[src/rtl/tpu_pkg.sv]
// ----------------------------------------------------------------------------
// tpu_pkg
//   Shared TPU definitions: float bias constants, float15/float8 field slices,
//   the result-collector state encoding and a float8 ordering helper.
// ----------------------------------------------------------------------------
package tpu_pkg;

  localparam int         FLOAT15_BIAS   = 31;
  localparam int         FLOAT8_BIAS    = 7;
  localparam logic [7:0] FLOAT8_MAX_POS = 8'h7F;

  // float15 = {s[14], e[13:8], m[7:0]}
  localparam int F15_SIGN   = 14;
  localparam int F15_EXP_HI = 13;
  localparam int F15_EXP_LO = 8;
  localparam int F15_MAN_HI = 7;

  // Largest biased exponent representable in the 4-bit float8 exponent field.
  localparam int F8_EXP_MAX = 15;

  typedef enum logic [1:0] {
    ST_IDLE    = 2'd0,
    ST_COLLECT = 2'd1,
    ST_DONE    = 2'd2
  } collector_state_e;

  // Strict "a > b" for sign-magnitude float8. Exponent and mantissa are
  // contiguous, so the low 7 bits order magnitudes directly; the sign turns
  // them into a signed key (negative < zero < positive).
  function automatic logic f8_gt(input logic [7:0] a, input logic [7:0] b);
    int ka;
    int kb;
    ka = a[7] ? -int'(a[6:0]) : int'(a[6:0]);
    kb = b[7] ? -int'(b[6:0]) : int'(b[6:0]);
    return ka > kb;
  endfunction

endpackage

[src/rtl/tpu_result_collector_if.sv]
// ----------------------------------------------------------------------------
// tpu_result_collector_if
//   Control, result-stream and layer-output signals of the result collector.
//   master: the side that starts layers and feeds MAC results.
//   slave : the collector itself.
// ----------------------------------------------------------------------------
interface tpu_result_collector_if #(
  parameter int N_OUT = 128,
  parameter int IDX_W = 7
);
  logic               start;
  logic [7:0]         len;
  logic               relu_en;
  logic               in_valid;
  logic               in_ready;
  logic [14:0]        in_sum;
  logic               in_ovf;
  logic [N_OUT*8-1:0] out_vec;
  logic               out_valid;
  logic [IDX_W-1:0]   argmax;
  logic [7:0]         max_val;
  logic [7:0]         sat_cnt;
  logic               busy;

  modport master (
    output start, len, relu_en, in_valid, in_sum, in_ovf,
    input  in_ready, out_vec, out_valid, argmax, max_val, sat_cnt, busy
  );

  modport slave (
    input  start, len, relu_en, in_valid, in_sum, in_ovf,
    output in_ready, out_vec, out_valid, argmax, max_val, sat_cnt, busy
  );
endinterface

[src/rtl/float15_to_float8.sv]
// ----------------------------------------------------------------------------
// float15_to_float8
//   Combinational requantiser, float15 {s,e6,m8} bias 31 -> float8 {s,e4,m3}
//   bias 7, truncating the mantissa. Optional ReLU clamps negatives to zero.
//   Ports: in_sum (float15), in_ovf (MAC overflow), relu_en,
//          f8 (float8 result), sat (result was saturated).
// ----------------------------------------------------------------------------
module float15_to_float8
  import tpu_pkg::*;
(
  input  logic [14:0] in_sum,
  input  logic        in_ovf,
  input  logic        relu_en,
  output logic [7:0]  f8,
  output logic        sat
);

  logic              sign;
  logic [5:0]        e15;
  logic [2:0]        man;
  logic signed [7:0] e8;

  assign sign = in_sum[F15_SIGN];
  assign e15  = in_sum[F15_EXP_HI:F15_EXP_LO];
  assign man  = in_sum[F15_MAN_HI -: 3];
  // Signed rebias: float15 exponents span -24..39 once moved to float8 bias.
  assign e8   = $signed({2'b00, e15}) - 8'(FLOAT15_BIAS - FLOAT8_BIAS);

  // NOTE: every output gets a default before the decision chain, so no path
  // leaves f8/sat unassigned and no latch is inferred.
  always_comb begin
    f8  = 8'h00;
    sat = 1'b0;
    if (in_ovf) begin
      sat = 1'b1;
      f8  = (relu_en && sign) ? 8'h00 : {sign, FLOAT8_MAX_POS[6:0]};
    end else if (relu_en && sign) begin
      f8 = 8'h00;
    end else if (in_sum[13:0] == 14'd0) begin
      f8 = 8'h00;                          // signed zero collapses to +0
    end else if (e8 > 8'(F8_EXP_MAX)) begin
      sat = 1'b1;
      f8  = {sign, FLOAT8_MAX_POS[6:0]};
    end else if (e8 < 8'sd1) begin
      f8 = 8'h00;                          // below float8 range: flush
    end else begin
      f8 = {sign, e8[3:0], man};
    end
  end

endmodule

[src/rtl/tpu_result_collector.sv]
// ----------------------------------------------------------------------------
// tpu_result_collector
//   Collects one MAC dot-product sum per neuron, requantises it to float8
//   (optional ReLU), packs it into an N_OUT x 8 activation vector and tracks
//   argmax / max value across the layer.
//   Ports: clk, rst (async, active high), bus (slave modport):
//     start/len/relu_en  layer control, len and relu_en sampled on start
//     in_valid/in_ready/in_sum/in_ovf  result stream
//     out_vec/out_valid/argmax/max_val/sat_cnt/busy  layer outputs
// ----------------------------------------------------------------------------
module tpu_result_collector
  import tpu_pkg::*;
#(
  parameter int N_OUT = 128,
  parameter int IDX_W = 7
) (
  input  logic                   clk,
  input  logic                   rst,
  tpu_result_collector_if.slave  bus
);

  localparam logic [7:0] N_OUT_L = 8'(N_OUT);

  collector_state_e   state_q, state_d;
  logic [7:0]         count_q, count_d;
  logic [7:0]         len_q, len_d;
  logic               relu_q, relu_d;
  logic [N_OUT*8-1:0] vec_q, vec_d;
  logic [IDX_W-1:0]   argmax_q, argmax_d;
  logic [7:0]         max_q, max_d;
  logic [7:0]         sat_q, sat_d;

  logic               in_ready;
  logic               hs;
  logic [7:0]         eff_len;
  logic [N_OUT-1:0]   slot_sel;
  logic [7:0]         f8;
  logic               f8_sat;

  float15_to_float8 u_requant (
    .in_sum  (bus.in_sum),
    .in_ovf  (bus.in_ovf),
    .relu_en (relu_q),
    .f8      (f8),
    .sat     (f8_sat)
  );

  // A start pulse wins over any result presented in the same cycle.
  assign in_ready = (state_q == ST_COLLECT) && !bus.start;
  assign hs       = bus.in_valid && in_ready;
  // len of 0 selects a full layer; oversize lengths are clamped to N_OUT.
  assign eff_len  = (bus.len == 8'd0 || bus.len > N_OUT_L) ? N_OUT_L : bus.len;
  assign slot_sel = N_OUT'(1) << count_q;

  always_comb begin
    state_d  = state_q;
    count_d  = count_q;
    len_d    = len_q;
    relu_d   = relu_q;
    vec_d    = vec_q;
    argmax_d = argmax_q;
    max_d    = max_q;
    sat_d    = sat_q;

    if (bus.start) begin
      state_d  = ST_COLLECT;
      count_d  = 8'd0;
      len_d    = eff_len;
      relu_d   = bus.relu_en;
      vec_d    = '0;
      argmax_d = '0;
      max_d    = 8'h00;
      sat_d    = 8'h00;
    end else begin
      unique case (state_q)
        ST_COLLECT: begin
          if (hs) begin
            for (int k = 0; k < N_OUT; k++) begin
              if (slot_sel[k]) vec_d[8*k +: 8] = f8;
            end
            if (f8_sat && sat_q != 8'hFF) sat_d = sat_q + 8'd1;
            // First result always loads; later ones only if strictly greater.
            if (count_q == 8'd0 || f8_gt(f8, max_q)) begin
              argmax_d = count_q[IDX_W-1:0];
              max_d    = f8;
            end
            count_d = count_q + 8'd1;
            if (count_q + 8'd1 == len_q) state_d = ST_DONE;
          end
        end
        ST_DONE: state_d = ST_IDLE;
        default: state_d = ST_IDLE;
      endcase
    end
  end

  // NOTE: sequential state uses non-blocking assignments only, so every flop
  // samples the pre-edge value of every other flop.
  // NOTE: the activation vector is a flop bank rather than a RAM, so it takes
  // the async reset like any other register.
  always_ff @(posedge clk or posedge rst) begin
    if (rst) begin
      state_q  <= ST_IDLE;
      count_q  <= 8'd0;
      len_q    <= 8'd0;
      relu_q   <= 1'b0;
      vec_q    <= '0;
      argmax_q <= '0;
      max_q    <= 8'h00;
      sat_q    <= 8'h00;
    end else begin
      state_q  <= state_d;
      count_q  <= count_d;
      len_q    <= len_d;
      relu_q   <= relu_d;
      vec_q    <= vec_d;
      argmax_q <= argmax_d;
      max_q    <= max_d;
      sat_q    <= sat_d;
    end
  end

  assign bus.in_ready  = in_ready;
  assign bus.out_vec   = vec_q;
  assign bus.out_valid = (state_q == ST_DONE);
  assign bus.argmax    = argmax_q;
  assign bus.max_val   = max_q;
  assign bus.sat_cnt   = sat_q;
  assign bus.busy      = (state_q == ST_COLLECT);

endmodule
[src/flat_wrapper.sv]
// flat-port wrapper written by rule: the top's interface ports become plain ports
module tpu_result_collector_flat import tpu_pkg::*;
#(
  parameter int N_OUT = 128,
  parameter int IDX_W = 7
)
  (clk, rst, bus_start, bus_len, bus_relu_en, bus_in_valid, bus_in_sum, bus_in_ovf, bus_in_ready, bus_out_vec, bus_out_valid, bus_argmax, bus_max_val, bus_sat_cnt, bus_busy);
  tpu_result_collector_if #(.N_OUT(N_OUT), .IDX_W(IDX_W)) bus_i ();
  input  logic clk;
  input  logic rst;
  input wire logic [$bits(bus_i.start)-1:0] bus_start;
  input wire logic [$bits(bus_i.len)-1:0] bus_len;
  input wire logic [$bits(bus_i.relu_en)-1:0] bus_relu_en;
  input wire logic [$bits(bus_i.in_valid)-1:0] bus_in_valid;
  input wire logic [$bits(bus_i.in_sum)-1:0] bus_in_sum;
  input wire logic [$bits(bus_i.in_ovf)-1:0] bus_in_ovf;
  output wire logic [$bits(bus_i.in_ready)-1:0] bus_in_ready;
  output wire logic [$bits(bus_i.out_vec)-1:0] bus_out_vec;
  output wire logic [$bits(bus_i.out_valid)-1:0] bus_out_valid;
  output wire logic [$bits(bus_i.argmax)-1:0] bus_argmax;
  output wire logic [$bits(bus_i.max_val)-1:0] bus_max_val;
  output wire logic [$bits(bus_i.sat_cnt)-1:0] bus_sat_cnt;
  output wire logic [$bits(bus_i.busy)-1:0] bus_busy;
  assign bus_i.start = bus_start;
  assign bus_i.len = bus_len;
  assign bus_i.relu_en = bus_relu_en;
  assign bus_i.in_valid = bus_in_valid;
  assign bus_i.in_sum = bus_in_sum;
  assign bus_i.in_ovf = bus_in_ovf;
  assign bus_in_ready = bus_i.in_ready;
  assign bus_out_vec = bus_i.out_vec;
  assign bus_out_valid = bus_i.out_valid;
  assign bus_argmax = bus_i.argmax;
  assign bus_max_val = bus_i.max_val;
  assign bus_sat_cnt = bus_i.sat_cnt;
  assign bus_busy = bus_i.busy;
  tpu_result_collector #(.N_OUT(N_OUT), .IDX_W(IDX_W)) u_core (.clk(clk), .rst(rst), .bus(bus_i));
endmodule
[config.mk]
export PLATFORM = sky130hd
export DESIGN_NAME = tpu_result_collector_flat
export DESIGN_NICKNAME = d
export VERILOG_FILES = /design/src/rtl/tpu_pkg.sv /design/src/rtl/tpu_result_collector_if.sv /design/src/rtl/float15_to_float8.sv /design/src/rtl/tpu_result_collector.sv /design/src/flat_wrapper.sv
export SDC_FILE = /design/constraint.sdc
export NUM_CORES = 2
export LEC_CHECK = 0
export CORE_AREA = 3 3 424 426
export CTS_CLUSTER_SIZE = 25
export DETAILED_ROUTE_END_ITERATION = 16
export DIE_AREA = 0 0 427 429
export SLEW_MARGIN = 30
export SYNTH_ARGS = -nofsm -noshare
export SYNTH_HDL_FRONTEND = slang
export SYNTH_HIERARCHICAL = 1
export SYNTH_SLANG_ARGS = --single-unit
[constraint.sdc]
create_clock -name clk -period 126.9 [get_ports clk]
set_input_delay 38.07 -clock clk [delete_from_list [all_inputs] [get_ports clk]]
set_output_delay 38.07 -clock clk [all_outputs]
set_load 0.05 [all_outputs]
## Yosys cells after proc, flatten, opt, wreduce, memory -nomap -nowiden

Index checks and enable logic that the tools add are counted.
Widths: inputs -> output; s select.

- Register bits: 1066

- $add $sub $neg: 5
- Magnitude comparators: 4
- Equality and inequality tests: 6
- Shift operators: 1
- Muxes and demuxes: 163
- Reductions and logical operators: 274

Operators with widths:

| operator | count |
|---|---|
| $mux 1024 | 3 |
| $mux 8 | 146 |
| $reduce_and 3->1 | 130 |
| $reduce_bool 2->1 | 132 |
| $shl 1x8->128 const A | 1 |
| $mux 32 | 2 |
| $neg 7->32 | 2 |
| $gt 32x32->1 | 1 |
| $mux 7 | 4 |
| $add 8x1->8 const B | 2 |
| $logic_not 8->1 | 2 |
| $logic_not 14->1 | 1 |
| $eq 8x8->1 | 1 |
| $gt 8x5->1 const B | 1 |
| $gt 8x8->1 const B | 1 |
| $lt 8x2->1 const B | 1 |
| $mux 2 | 4 |
| $ne 8x8->1 const B | 1 |
| $sub 6x5->7 const B | 1 |
| $ne 3x2->1 const B | 2 |
| $logic_and 1x1->1 | 4 |
| $mux 1 | 4 |
| $reduce_and 2->1 | 2 |
| $eq 2x1->1 const B | 1 |
| other kinds (3) | 4 |

## Logic depth before layout (Yosys ltp)

- Word-level depth: 15
- Depth in mapped cells: 24
- Depth with buffers taken out: 20

## Modules after synthesis

Netlist, hierarchy kept.

By module, submodules not included:

| module | times used | cells each | area an instance (µm²) |
|---|---|---|---|
| tpu_result_collector | 1 | 4912 | 45736.4 |
| float15_to_float8 | 1 | 40 | 289.0 |

## Least setup slack after synthesis

No wires, ideal clock.

- Kind: input-to-output
- Start: in bus_start
- End: out bus_in_ready
- Arrival: 39.475 ns
- Required time: 88.830 ns
- Setup slack: 49.355 ns
- Cell stages on the path: 5
- Buffers on the path: 4
- Cell sequence: clkbuf_1 clkbuf_1 clkbuf_1 clkbuf_1 nor2_1

- Word-level cells in the longest chain between the ends: 2

RTL lines:

| what | RTL line | source |
|---|---|---|
| start, declared | flat_wrapper.sv:11 | `input wire logic [$bits(bus_i.start)-1:0] bus_start;` |
| $logic_not 1->1 | tpu_result_collector.sv:49 | `assign in_ready = (state_q == ST_COLLECT) && !bus.start;` |
| $logic_and 1x1->1 | tpu_result_collector.sv:49 |  |
| end, declared | flat_wrapper.sv:17 | `output wire logic [$bits(bus_i.in_ready)-1:0] bus_in_ready;` |

Every way passes these cells.

## Final worst setup path

Ends and elaborated chain as after synthesis.

==> flow_summary.json <==
{
  "grt_usage_pct": 21.11,
  "grt_max_degree": 186,
  "tightest_slew_ns": 1.046,
  "cp_top_family": "buffers and inverters",
  "first_pass_iters": 8,
  "portBuffers": 1078,
  "cts_setup_buffers": 0,
  "drt.antenna.violating_nets": 0,
  "ys_ff_latch": 1066,
  "cp-end-kind": "output port",
  "place_hpwl_um": 132900,
  "drcViolationCount": 0,
  "fillers": 17780,
  "htreeDepth": 3,
  "worst_setup_path_start_kind": "primary input",
  "slowest_delay_ns": 0.72,
  "max_freq_ghz": 0.01291,
  "synth_area_leaders": "dfrtp_1 58%, a21oi_1 9.6%, nand3_1 9.1%",
  "fin_crit_sh_pct": 61.02,
  "fin_cells": 8215,
  "crit_required_ns": 88.83,
  "dieHeight_um": 429,
  "crit_fanout": 87,
  "drt_iter0_drc": 4275,
  "maxCapViolations": 0,
  "critPathBufInv": 2,
  "relSlewSlack_pct": 30.30,
  "syn_inst": 4952,
  "rsz0062_at_grt": "no",
  "ys_seq_area_share_pct": 57.96,
  "io_pins": 1079,
  "cts_tree": "built",
  "grt_pass1_vias": 40000,
  "final_hold_viol_count": 0,
  "crit_type": "in -> out",
  "cts_buffers": 119,
  "drt-total-wl_um": 200600,
  "fp.dieW_um": 427,
  "wl_per_cell_um": 24.42,
  "grt_pass1_wl_um": 288300,
  "yosys.area.top_type": "dfrtp_1",
  "worstPathArrival_ns": 39.37,
  "cts_buffer_depth": 3,
  "clk_latency_ns": 0.76,
  "postCtsResizedCells": 0,
  "setup_tns_ns": 0,
  "synth_nets": 5008,
  "grt_overflow_total": 0,
  "core_area_mm2": 0.1761,
  "power_density_mw_per_mm2": 12.37,
  "die_area_mm2": 0.1832,
  "root_buffer": "clkbuf_16",
  "place.gp.congestion": 0.8644,
  "cts_hold_buf": 0,
  "status": "completed",
  "synth_edf_count": 0,
  "vias": 41220,
  "p_leak_nw": 24.81,
  "netlist.area_leader.share_pct": 57.96,
  "synth_ff_type": "dfrtp_1",
  "peakVddDrop_mv": 0.009992,
  "final_max_slew_viol_count": 0,
  "period_needed_ns": 77.44,
  "synth_cell_type_count": 67,
  "cts.reportedPaths.clkPinSlew_ns": 0.06,
  "crit_slowest_cell": "clkdlybuf4s50_1",
  "drive_above_1_share_pct": 6.183,
  "area_delta_synth_final_pct": 36.43,
  "syn-cell-area_mm2": 0.04603,
  "finalSetupViolCount": 0,
  "post-place-cells": 7989,
  "avgSynthCellArea_um2": 9.294,
  "path_cells": "buf_8 -> nor2_1 -> clkdlybuf4s50_1",
  "synth-async-reset-ratio_pct": 100.0,
  "cts.sinks": 1066,
  "fp-row-count": 154,
  "viasPerCell": 5.018,
  "antenna_found_initial": 1,
  "yosysWarningCount": 6,
  "initial_utilization_pct": 26.13,
  "finClkSkew_ns": 0.03070,
  "min-delay-path-class": "reg -> reg",
  "nets": 5827
}
final cells by class:
class | count | area, um2 | area share, %
inverter | 16 | 72.57 | 0.1156
clock buffer | 185 | 3628 | 5.779
tap | 2340 | 2928 | 4.663
multi-input combinational | 3399 | 17480 | 27.84
sequential | 1066 | 26680 | 42.48
antenna | 4 | 10.01 | 0.01594
clock inverter | 36 | 366.6 | 0.5838
timing repair buffer | 1169 | 11630 | 18.52
cell families after synthesis:
group,count (synthesis),synth area share (%)
buffers and inverters,487,4.616
adder cells (fa/ha/maj),27,0.7340
multiplexers,165,3.599
flip-flops,1066,57.96
XOR/XNOR,29,0.5519
AO/OA/AOI/OAI,997,11.32
AND/OR/NAND/NOR,2181,21.22
cell usage after synthesis, types with 10 or more instances:
| cell | n |
|---|---|
| nand3_1 | 836 |
| buf_4 | 36 |
| dfrtp_1 | 1066 |
| mux2i_1 | 163 |
| ha_1 | 27 |
| nand2_1 | 1027 |
| or3_1 | 18 |
| inv_1 | 16 |
| nand3_2 | 10 |
| a41oi_1 | 10 |
| xnor2_1 | 15 |
| buf_2 | 103 |
| o21ai_0 | 43 |
| nand4_1 | 10 |
| a21oi_1 | 887 |
| xor2_1 | 14 |
| nor2_1 | 210 |
| buf_1 | 11 |
| clkbuf_1 | 315 |
where the power goes:
| part | switching, mW | internal (mW) |
|---|---|---|
| sequential | 0.00335 | 0.342 |
| combinational | 0.0612 | 0.0153 |
| clock | 0.149 | 0.206 |
| total | 0.213 | 0.563 |
sequential cells by signal, indices dropped and copies added, names as in the netlist:
name / count
u_core/bus.max_val: 8
u_core/state_q: 2
u_core/relu_q: 1
u_core/bus.argmax: 7
u_core/bus.sat_cnt: 8
u_core/count_q: 8
u_core/len_q: 8
u_core/bus.out_vec: 1024
routing by layer:
metal | global-route usage [%] | wire length [um]
met4 | 11.81 | 12730
met5 | 0.3968 | 100
met2 | 33.71 | 94350
met3 | 5.608 | 15660
met1 | 25.70 | 77790
cells in the final DEF (no fill, tap or decap), types with 10 or more instances in the layout:
cell type,n
clkinv_2,16
clkbuf_8,36
xor2_1,14
xnor2_1,15
o21ai_0,43
dfrtp_1,1065
ha_1,27
nor2_1,197
nand4_1,10
buf_4,79
nor2_4,14
mux2i_1,163
nand2_1,1026
nand3_2,10
clkbuf_1,28
or3_1,18
clkbuf_16,121
a21oi_1,886
clkdlybuf4s50_1,1077
nand3_1,836
inv_1,14
a41oi_1,10
metrics by stage:
step	power [mW]	setup WS [ns]	util (%)	hold slack, ns	cell area [um2]
finish	0.7767	49.46	35.65	0.5153	62790
global route	0.8046	49.41	35.65	0.5346	62780
CTS	0.7857	49.46	35.63	0.5132	62750
detailed placement	0.4281	49.47	33.36	0.5004	58750
global placement	0.4272	49.48	33.34	0.4976	58710
floorplan	0.3979	49.36	-	0.4739	46030
final timing paths:
path / end / cells past startpoint / slack, ns / startpoint
max: bus_in_ready / 3 / 49.46 / bus_start
min: u_core/len_q[2] / 1 / 0.52 / u_core/len_q[2]
max reg2reg: u_core/bus.max_val[6] / 16 / 122.44 / u_core/relu_q
min reg2reg: u_core/len_q[2] / 1 / 0.52 / u_core/len_q[2]
max in group asynchronous: u_core/bus.out_vec[217] / 7 / 85.37 / rst
min in group asynchronous: u_core/bus.out_vec[353] / 2 / 37.80 / rst
Power figures use the tool's default switching activity.
